===== config.mk =====
export PLATFORM = sky130hd
export DESIGN_NAME = sin_lut_arb
export DESIGN_NICKNAME = d
export VERILOG_FILES = /design/src/rtl/sin_lut_arb.sv
export SDC_FILE = /design/constraint.sdc
export NUM_CORES = 1
export LEC_CHECK = 0
export CORE_MARGIN = 2
export CORE_UTILIZATION = 40
export CTS_CLUSTER_SIZE = 16
export DETAILED_ROUTE_END_ITERATION = 8
export GPL_ROUTABILITY_DRIVEN = 0
export PLACE_DENSITY = 0.84
export SETUP_SLACK_MARGIN = 0.5
export SYNTH_ARGS = -nofsm -noshare
export SYNTH_HDL_FRONTEND = slang
export SYNTH_SLANG_ARGS = --single-unit

===== constraint.sdc =====
create_clock -name clk -period 2.8 [get_ports clk]
set_input_delay 0.56 -clock clk [delete_from_list [all_inputs] [get_ports clk]]
set_output_delay 0.56 -clock clk [all_outputs]
set_load 0.02 [all_outputs]

===== src/rtl/sin_lut_arb.sv =====
// Round-robin sequencer sharing one sine LUT between NUM_CH phase requesters.
// Ports: req/phi in, gnt out, lut_phi/lut_wav LUT side, wav_valid/wav_ch/wav result.
// Optional: SIN_LUT_ARB_QUARTER_WAVE_EN selects a quarter-wave table.
module sin_lut_arb #(
  parameter int NUM_CH = 4,
  parameter int ADDR_W = 8,
  parameter int WIDTH  = 24,
  localparam int CW = (NUM_CH > 1) ? $clog2(NUM_CH) : 1,
`ifdef SIN_LUT_ARB_QUARTER_WAVE_EN
  localparam int LA = ADDR_W - 2
`else
  localparam int LA = ADDR_W
`endif
) (
  input  logic                     clk,
  input  logic                     rst,
  input  logic [NUM_CH-1:0]        req,
  input  logic [NUM_CH*ADDR_W-1:0] phi,
  output logic [NUM_CH-1:0]        gnt,
  output logic [LA-1:0]            lut_phi,
  input  logic [WIDTH-1:0]         lut_wav,
  output logic                     wav_valid,
  output logic [CW-1:0]            wav_ch,
  output logic [WIDTH-1:0]         wav
);

  logic [CW-1:0]    ptr_q, ptr_d;
  logic             s1_valid_q, s1_valid_d;
  logic [CW-1:0]    s1_ch_q, s1_ch_d;
  logic [LA-1:0]    s1_addr_q, s1_addr_d;
  logic             wav_valid_q, wav_valid_d;
  logic [CW-1:0]    wav_ch_q, wav_ch_d;
  logic [WIDTH-1:0] wav_q, wav_d;
  logic [WIDTH-1:0] wav_proc;

  logic              found;
  logic [CW-1:0]     sel_ch;
  logic [ADDR_W-1:0] sel_phi;
  logic [LA-1:0]     addr_d;
  int                idx;

`ifdef SIN_LUT_ARB_QUARTER_WAVE_EN
  logic s1_neg_q, s1_neg_d;
  logic neg_d;
`endif

  // Search starts one past the last grant; first requester found wins.
  always_comb begin
    found  = 1'b0;
    sel_ch = '0;
    idx    = 0;
    for (int i = 1; i <= NUM_CH; i++) begin
      idx = int'(ptr_q) + i;
      if (idx >= NUM_CH) idx = idx - NUM_CH;
      if (!found && req[idx]) begin
        found  = 1'b1;
        sel_ch = CW'(idx);
      end
    end
    if (!rst) found = 1'b0;
    gnt     = found ? (NUM_CH'(1) << sel_ch) : '0;
    sel_phi = phi[sel_ch*ADDR_W +: ADDR_W];
  end

`ifdef SIN_LUT_ARB_QUARTER_WAVE_EN
  // Odd quadrants mirror the index; upper half-wave negates the sample.
  always_comb begin
    addr_d = sel_phi[ADDR_W-2] ? ~sel_phi[ADDR_W-3:0]
                               : sel_phi[ADDR_W-3:0];
    neg_d  = sel_phi[ADDR_W-1];
    s1_neg_d = found ? neg_d : s1_neg_q;
    wav_proc = s1_neg_q ? (-lut_wav) : lut_wav;
  end
`else
  always_comb begin
    addr_d   = sel_phi;
    wav_proc = lut_wav;
  end
`endif

  always_comb begin
    ptr_d       = found ? sel_ch : ptr_q;
    s1_valid_d  = found;
    s1_ch_d     = found ? sel_ch : s1_ch_q;
    s1_addr_d   = found ? addr_d : s1_addr_q;
    wav_valid_d = s1_valid_q;
    wav_ch_d    = s1_valid_q ? s1_ch_q : wav_ch_q;
    wav_d       = s1_valid_q ? wav_proc : wav_q;
  end

  always_ff @(posedge clk or negedge rst) begin
    if (!rst) begin
      ptr_q       <= '0;
      s1_valid_q  <= 1'b0;
      s1_ch_q     <= '0;
      s1_addr_q   <= '0;
      wav_valid_q <= 1'b0;
      wav_ch_q    <= '0;
      wav_q       <= '0;
`ifdef SIN_LUT_ARB_QUARTER_WAVE_EN
      s1_neg_q    <= 1'b0;
`endif
    end else begin
      ptr_q       <= ptr_d;
      s1_valid_q  <= s1_valid_d;
      s1_ch_q     <= s1_ch_d;
      s1_addr_q   <= s1_addr_d;
      wav_valid_q <= wav_valid_d;
      wav_ch_q    <= wav_ch_d;
      wav_q       <= wav_d;
`ifdef SIN_LUT_ARB_QUARTER_WAVE_EN
      s1_neg_q    <= s1_neg_d;
`endif
    end
  end

  assign lut_phi   = s1_addr_q;
  assign wav_valid = wav_valid_q;
  assign wav_ch    = wav_ch_q;
  assign wav       = wav_q;

endmodule


* Word-level counts from Yosys, hierarchy flattened
Index checks and enable logic that the tools add are counted.
** Word-level totals
- Output and inout port bits :: 39
- Bits in registers :: 38
- Logic and storage cells :: 56
- Bits of input ports :: 62
** Cells by class
- Shift-type cells :: 2
- Magnitude comparators :: 8
- Multiplexer cells :: 26
- $add $sub $neg :: 8
- Reductions and logical operators :: 6
** Operators by type and width (number)
- 32-bit by 4-bit < comparator with 1-bit output (second input constant) :: 4
- 32-bit two-way mux :: 4
- 32-bit by 6-bit variable part select with 8-bit output :: 1
- 1-bit two-way mux :: 13
- 3-bit by 3-bit subtractor with 4-bit output (second input constant) :: 3
- 3-bit greater-or-equal comparator (second input constant) :: 3
- 1-bit binary-select mux with 2-bit select :: 4
- 2-bit two-way mux :: 4
- 2-bit by 2-bit adder with 3-bit output (second input constant) :: 2
- 4-bit by 3-bit subtractor with 5-bit output (second input constant) :: 1
- 2-bit by 3-bit adder with 4-bit output (second input constant) :: 1
- 4-bit by 3-bit greater-or-equal comparator with 1-bit output (second input constant) :: 1
- 4-bit two-way mux :: 1
- 1-bit by 2-bit left shift with 4-bit output (first input constant) :: 1
- 2-bit by 1-bit adder with 3-bit output (second input constant) :: 1
- 1-bit logical AND :: 3
- 1-bit zero test :: 3

* Depth between registers and ports, before layout
Gate-level depths: netlist (run 1).
- Depth in word-level cells :: 18
- Depth in mapped cells :: 7
- Depth with buffers taken out :: 5

* Worst setup path after synthesis (run 1)
No wires, ideal clock.
- Path type :: input to output
- Start point :: input req[1]
- End point :: output gnt[0]
- Stages on the path :: 6
- Path buffers :: 1
- Arrival time :: 1547 ps
- Setup slack :: 693 ps
- Required time :: 2240 ps
- Path through :: nor2b_2 -> a21oi_1 -> o221a_4 -> buf_6 -> inv_1 -> nor2_1
** Between the ends
- Word-level cells in the longest chain between the ends :: 15
- Elaborated cells between the ends (all ways) :: 29
- Classes of those cells :: 1 x shift; 22 x mux; 6 x reduce/logical
** RTL lines
- start, declared :: line 17 : input logic [NUM_CH-1:0] req,
- 1-bit binary-select mux with 2-bit select :: line 55 : if (!found && req[idx]) begin
- 1-bit two-way mux (implied by the code) (2 in series) :: line 55
- 1-bit two-way mux :: line 55
- 1-bit zero test :: line 55
- 1-bit logical AND :: line 55
- 1-bit two-way mux :: line 55
- 1-bit zero test :: line 55
- 1-bit logical AND :: line 55
- 1-bit two-way mux :: line 55
- 1-bit zero test :: line 55
- 1-bit logical AND :: line 55
- 2-bit two-way mux or 1-bit two-way mux (tied branches) :: line 55
- 1-bit by 2-bit left shift with 4-bit output or 1-bit two-way mux (tied branches) :: line 61, 60
- 4-bit two-way mux (*) :: line 61 : gnt = found ? (NUM_CH'(1) << sel_ch) : '0;
- end, declared :: line 19 : output logic [NUM_CH-1:0] gnt,
Mark *: on every way between the ends. The rest lies on a longest branch, timed or not. The select of a mux whose other input is x is not followed.

* Worst setup path in the final report (run 1)
- Start point :: input req[0]
- End point :: output gnt[2]
The elaborated chain is that of the path after synthesis.

==> flow_metrics.tcl, run 1 <==
set metrics [dict create \
    synth-simple-area-share_pct 5.378 \
    report.final.hold_viol_count 0 \
    total_area_of_multi_input_combinational_cells_um2 716.9 \
    register_area_um2 950.9 \
    library_cell_with_the_largest_summed_area_after_synthesis "dfrtp_1" \
    antenna_found_initial 0 \
    whs_ns 0.3925 \
    largest_family_of_logic_cells_by_synthesized_area "multiplexers" \
    cts.reportedPaths.clkPinSlew_ns 0.07 \
    status "completed" \
    overall_die_area_um2 4845 \
    syn_area_um2 1722 \
    critical_path.cell_chain "clkdlybuf4s15_1 -> nand2_1 -> a21oi_2 -> o221a_4 -> inv_1 -> nor2_1 -> buf_2" \
    final.setup.worst_slack_ns 0.6111 \
    min_period_over_period_pct 78.18 \
    hold_class "in -> async" \
    max-slew-margin-rel_pct 68.02 \
    power.ir.vdd_worst_uv 324.5 \
    arrival_time_at_the_worst_endpoint_ns 1.63 \
    routed_wire_length_um 4487 \
    drc 0 \
    timing.critical_path.fanout_max 5 \
    post_route_cells_drive_above_1_share_pct 23.43 \
    transition_time_of_the_tightest_slew_check_pin_ns 0.4797 \
    initial_detailed_routing_violation_count 57 \
    post-dp-hpwl_um 3470 \
    final.fill_count 309 \
    finish.instance_area_um2 2875 \
    final_critical_period_ns 2.189 \
    cell_area_placed_um2 2784 \
    final.setup.tns_ns 0 \
    synth-adder-area-share_pct 0 \
    leakagePower_nw 1.244 \
    critical_path_class "in -> out" \
    netlist.area_leader.share_pct 55.23 \
    tritoncts_clock_tree "yes" \
    synth.avg_cell_area_um2 13.24 \
    ys_warn_count 0 \
    utilization_pct 70.86 \
    synth_xor_xnor_area_share_pct 0 \
    critPathRequiredTime_ns 2.24 \
    number_of_h_tree_levels 2 \
    global_route_wire_length_before_repair_um 7389 \
    synth_cell_types 19 \
    critical-path-max-stage-delay_ns 0.28 \
    wl_per_cell_um 15.53 \
    vias 1446 \
    start_util_pct 42.43 \
    number_of_global_route_vias_before_repair 1519 \
    power.density_cell_area_nw_per_um2 567.9 \
    rows 23 \
    chipHeight_um 69.61 \
    design.core.area_um2 4058 \
    post-place-ws_ns -0.1292 \
    grt.overflow.total 0 \
    slowest_stage "clkdlybuf4s15_1" \
    synth_fp_nets 192 \
    grt.total_usage_pct 19.11 \
    die-width_um 69.61 \
    cts_root_buffer "clkbuf_8" \
    timing.critical_path.buf_inv 3 \
    rsz0062_at_grt "true" \
    synth_mux_area_share_pct 26.89 \
    final_nets 301 \
    grt_max_degree 39 \
    ioPinCount 101 \
    max-cap-violations 0 \
    vias_per_cell 5.003 \
    cts_buffers 5 \
    ctsLongestPathBuffers 2 \
    ys_seq_elements 38 \
    syn_inst_count 130 \
    clk_latency_ns 0.28 \
    seq_area_frac_synth_pct 55.23 \
    worstSetupEndpointType "primary output" \
    finalSetupViolations 0 \
    numClockSinks 38 \
    area_growth_pct 67.01 \
    firstDrtPassIters 4 \
    worst_path_dominant_cell_family "buffers and inverters" \
    synth_area_leaders "dfrtp_1 (55%), mux2_2 (17%), mux2i_1 (9.9%)" \
    detail-route-antenna-nets 0 \
    achievable-frequency_ghz 0.4568 \
    clock_skew_ns 0.002035 \
    port_buffers 100 \
    diodes 0 \
    crit_start_category "primary input" \
    maxSlewViolCount 0 \
    complex_gate_fraction_of_the_synthesized_area_pct 7.703 \
]
worst register-to-register path, delay by kind of cell (launching register included):
family / cells / cell delay (ns)
compound gates: 2 / 0.41
flops: 1 / 0.50
buf+inv: 1 / 0.22
mux: 2 / 0.53
cell usage after synthesis:
library cell,instances
buf_12,1
nor2_1,5
a31oi_1,1
dfrtp_1,38
nand2b_1,2
o21ai_0,1
a21oi_1,3
mux2i_1,17
o221ai_1,8
nor2b_2,1
inv_2,1
buf_6,2
mux2_2,26
inv_1,2
nand2_1,14
clkbuf_1,1
o41ai_2,1
o221a_4,1
buf_2,5
cell usage in the layout, fill, tap and decap left out, types with 2 or more instances in the layout:
master / n
clkdlybuf4s50_1: 91
dfrtp_1: 38
mux2_2: 26
mux2i_1: 17
nand2_1: 13
buf_4: 13
o221ai_1: 8
nor2_1: 5
clkbuf_8: 5
buf_2: 3
a21oi_2: 2
inv_1: 2
clkbuf_1: 2
clkdlybuf4s15_1: 2
power by group:
group / leakage [nW] / internal [mW] / switching [mW]
Combinational: 0.755 / 0.333 / 0.275
Clock: 0.0383 / 0.171 / 0.171
Sequential: 0.451 / 0.633 / 0.0497
final cells by class:
class / count / share of cell area, %
repair buffers: 111 / 36.77
flip-flops and latches: 38 / 33.07
multi-input cells: 80 / 24.93
clock buffers: 7 / 2.654
well taps: 50 / 2.176
inverters: 3 / 0.3916
flip-flops by register name, indices dropped and copies added (netlist names):
name	flops
lut_phi	8
s1_ch_q	2
s1_valid_q	1
wav	24
wav_ch	2
wav_valid	1
cell families after synthesis:
group,Yosys count
and+or+nand+nor,22
DFF,38
buffers and inverters,12
AOI/OAI and AO/OA,15
muxes,43
metal layers:
metal	routed length (um)	vias up	GRT usage, %
met5	0	-	0
met4	58	0	6.536
met3	201	7	3.488
met2	2409	38	33.76
met1	1817	717	23.32
li1	-	684	-
metrics by stage:
step | std cells | power [mW]
2_1_floorplan | 130 | 0.9971
3_3_place_gp | 281 | 1.288
3_5_place_dp | 281 | 1.301
4_1_cts | 289 | 1.651
5_1_grt | 289 | 1.721
6_report | 289 | 1.633
repair_timing:
item / 4_1_cts / 5_1_grt
buffers inserted: 1 / 0
hold buffers: 0 / 0
endpoints found under the setup margin: 4 / 4
pin swaps: 1 / 1
hold endpoints to repair: 0 / 0
resized for setup: 26 / 5
final timing paths:
| path | from | end | slack [ns] | cells past startpoint |
|---|---|---|---|---|
| min in group clk | lut_phi[6]$_DFFE_PN0P_ | lut_phi[6]$_DFFE_PN0P_ | 0.49 | 2 |
| max in group asynchronous | rst | wav[22]$_DFFE_PN0P_ | 2.08 | 2 |
| worst min register to register | lut_phi[6]$_DFFE_PN0P_ | lut_phi[6]$_DFFE_PN0P_ | 0.49 | 2 |
| worst min-delay path | rst | lut_phi[1]$_DFFE_PN0P_ | 0.39 | 2 |
| worst max register to register | s1_ch_q[1]$_DFFE_PN0P_ | lut_phi[4]$_DFFE_PN0P_ | 0.99 | 5 |
| worst max-delay path | req[0] | gnt[2] | 0.61 | 7 |
Note: power is estimated with default switching activity, not from simulation.
==> inputs of run 2 (changes only) <==
--- a/config.mk
+++ b/config.mk
@@ -6,11 +6,11 @@
 export NUM_CORES = 1
 export LEC_CHECK = 0
 export CORE_MARGIN = 2
-export CORE_UTILIZATION = 40
+export CORE_UTILIZATION = 37
 export CTS_CLUSTER_SIZE = 16
 export DETAILED_ROUTE_END_ITERATION = 8
 export GPL_ROUTABILITY_DRIVEN = 0
-export PLACE_DENSITY = 0.84
+export PLACE_DENSITY = 0.79
 export SETUP_SLACK_MARGIN = 0.5
 export SYNTH_ARGS = -nofsm -noshare
 export SYNTH_HDL_FRONTEND = slang
==> constraint.sdc (replaced) <==
create_clock -name clk -period 2.2 [get_ports clk]
set_input_delay 0.44 -clock clk [delete_from_list [all_inputs] [get_ports clk]]
set_output_delay 0.44 -clock clk [all_outputs]
set_load 0.02 [all_outputs]
==> flow_metrics.tcl, run 2 (synthesized netlist as in run 1, its figures left out) <==
set metrics [dict create \
    max-cap-violations 0 \
    min_period_over_period_pct 88.12 \
    grt_max_degree 39 \
    rsz0062_at_grt "true" \
    p_seq_share_pct 38.2 \
    layout_common_cells "clkdlybuf4s50_1 (58), dfrtp_1 (37), dlymetal6s2s_1 (27)" \
    reg2reg_slack_ns 0.40 \
    firstDrtPassIters 4 \
    worstSetupEndpointType "primary output" \
    power.switching_fraction_pct 29.52 \
    post_route_cells_drive_above_1_share_pct 32.52 \
    routed_wire_length_um 4644 \
    critPathRequiredTime_ns 1.76 \
    vias 1477 \
    diodes 0 \
    area_growth_pct 83.72 \
    grt.total_usage_pct 17.58 \
    power_frac_clock_pct 23.7 \
    comb_power_share_pct 38.1 \
    status "completed" \
    wl_per_cell_um 15.58 \
    power.internal_mw 1.601 \
    crit_start_category "flop" \
    grt.overflow.total 0 \
    timing.critical_path.fanout_max 7 \
    hold_class "in -> async" \
    cts_root_buffer "clkbuf_8" \
    whs_ns 0.2590 \
    ctsLongestPathBuffers 2 \
    finalSetupViolations 0 \
    leakagePower_nw 1.594 \
    cts.reportedPaths.clkPinSlew_ns 0.07 \
    final.setup.worst_slack_ns 0.2615 \
    final.fill_count 314 \
    port_buffers 100 \
    achievable-frequency_ghz 0.5159 \
    p_switching_mw 0.6707 \
    die-width_um 72.22 \
    overall_die_area_um2 5215 \
    final_nets 307 \
    post-place-ws_ns -0.5008 \
    start_util_pct 39.00 \
    drc 0 \
    detail-route-antenna-nets 0 \
    numClockSinks 38 \
    clock_skew_ns 0.005268 \
    mostFrequentLayoutCell "clkdlybuf4s50_1" \
    clk_latency_ns 0.28 \
    largest_register_ff_count 24 \
    vias_per_cell 4.956 \
    maxSlewViolCount 0 \
    utilization_pct 71.66 \
    tritoncts_clock_tree "yes" \
    chipHeight_um 72.22 \
    design.core.area_um2 4414 \
    power.density_cell_area_nw_per_um2 718.2 \
    rows 24 \
    max-slew-margin-rel_pct 68.67 \
    arrival_time_at_the_worst_endpoint_ns 1.50 \
    transition_time_of_the_tightest_slew_check_pin_ns 0.4699 \
    critical_path_class "reg -> out" \
    post-dp-hpwl_um 3293 \
    antenna_found_initial 0 \
    global_route_wire_length_before_repair_um 7065 \
    report.final.hold_viol_count 0 \
    power.ir.vdd_worst_uv 478.0 \
    initial_detailed_routing_violation_count 30 \
    cts_buffers 5 \
    ioPinCount 101 \
    number_of_global_route_vias_before_repair 1501 \
    number_of_h_tree_levels 2 \
    final_critical_period_ns 1.939 \
]
[run 2: routing by layer]
metal | vias up | GRT usage (%) | wire length, um
met5 | - | 0 | 0
met4 | 0 | 5.031 | 36
met3 | 6 | 7.222 | 548
met2 | 82 | 28.34 | 2162
met1 | 694 | 21.77 | 1897
li1 | 695 | - | -
[run 2: worst paths after layout]
path                                   startpoint                     end  cells past startpoint
max in group asynchronous                     rst  s1_ch_q[1]$_DFFE_PN0P_                      2
min reg2reg                lut_phi[7]$_DFFE_PN0P_  lut_phi[7]$_DFFE_PN0P_                      2
max                        s1_ch_q[1]$_DFFE_PN0P_                  gnt[0]                      6
max reg2reg                s1_ch_q[1]$_DFFE_PN0P_  lut_phi[3]$_DFFE_PN0P_                      7
min in group clk           lut_phi[7]$_DFFE_PN0P_  lut_phi[7]$_DFFE_PN0P_                      2
min                                           rst   wav_ch[1]$_DFFE_PN0P_                      2
[run 2: timing repair]
action / in CTS / in global routing
hold buffers: 0 / 0
endpoints found under the setup margin: 19 / 39
pin swaps: 3 / 5
buffers inserted: 3 / 2
cloned: 1 / 0
gates resized for setup: 52 / 38
[run 2: worst max-delay path, cell delays in order, from the launching register on]
cell	delay [ns]
dfrtp_2	0.46
a21oi_2	0.14
a31oi_1	0.06
a21oi_2	0.20
nand2b_4	0.19
nor2_4	0.04
buf_6	0.12
[run 2: final cells by class]
cell class              instances  area [um2]  area share, %
repair buffers                117        1231          38.92
flip-flops and latches         38       952.2          30.10
multi-input cells              80       793.3          25.08
clock buffers                   8       110.1          3.481
well taps                      52       65.06          2.057
inverters                       3       11.26         0.3560
[run 2: power by group through the flow]
| stage | logic, mW | clock network, mW | registers [mW] |
|---|---|---|---|
| 2_1_floorplan | 0.292 | 0 | 0.995 |
| 3_3_place_gp | 0.782 | 0 | 0.880 |
| 3_5_place_dp | 0.789 | 0 | 0.884 |
| 4_1_cts | 0.845 | 0.561 | 0.871 |
| 5_1_grt | 0.918 | 0.587 | 0.883 |
| 6_report | 0.865 | 0.538 | 0.869 |
[run 2: per-stage QoR]
step                cells  power (mW)  area [um2]  setup TNS [ns]
finish                298       2.272        3163               0
global placement      284       1.663        2841          -2.049
floorplan             130       1.287        1760               0
detailed placement    284       1.673        2841          -2.328
CTS                   296       2.278        3035               0
global route          298       2.388        3163               0
==> inputs of run 3 (changes only) <==
--- a/config.mk
+++ b/config.mk
@@ -7,7 +7,7 @@
 export LEC_CHECK = 0
 export CORE_MARGIN = 2
 export CORE_UTILIZATION = 37
-export CTS_CLUSTER_SIZE = 16
+export CTS_CLUSTER_SIZE = 30
 export DETAILED_ROUTE_END_ITERATION = 8
 export GPL_ROUTABILITY_DRIVEN = 0
 export PLACE_DENSITY = 0.79
==> results of run 3 <==
The final DEF is identical to that of run 2; final timing and power are the same.
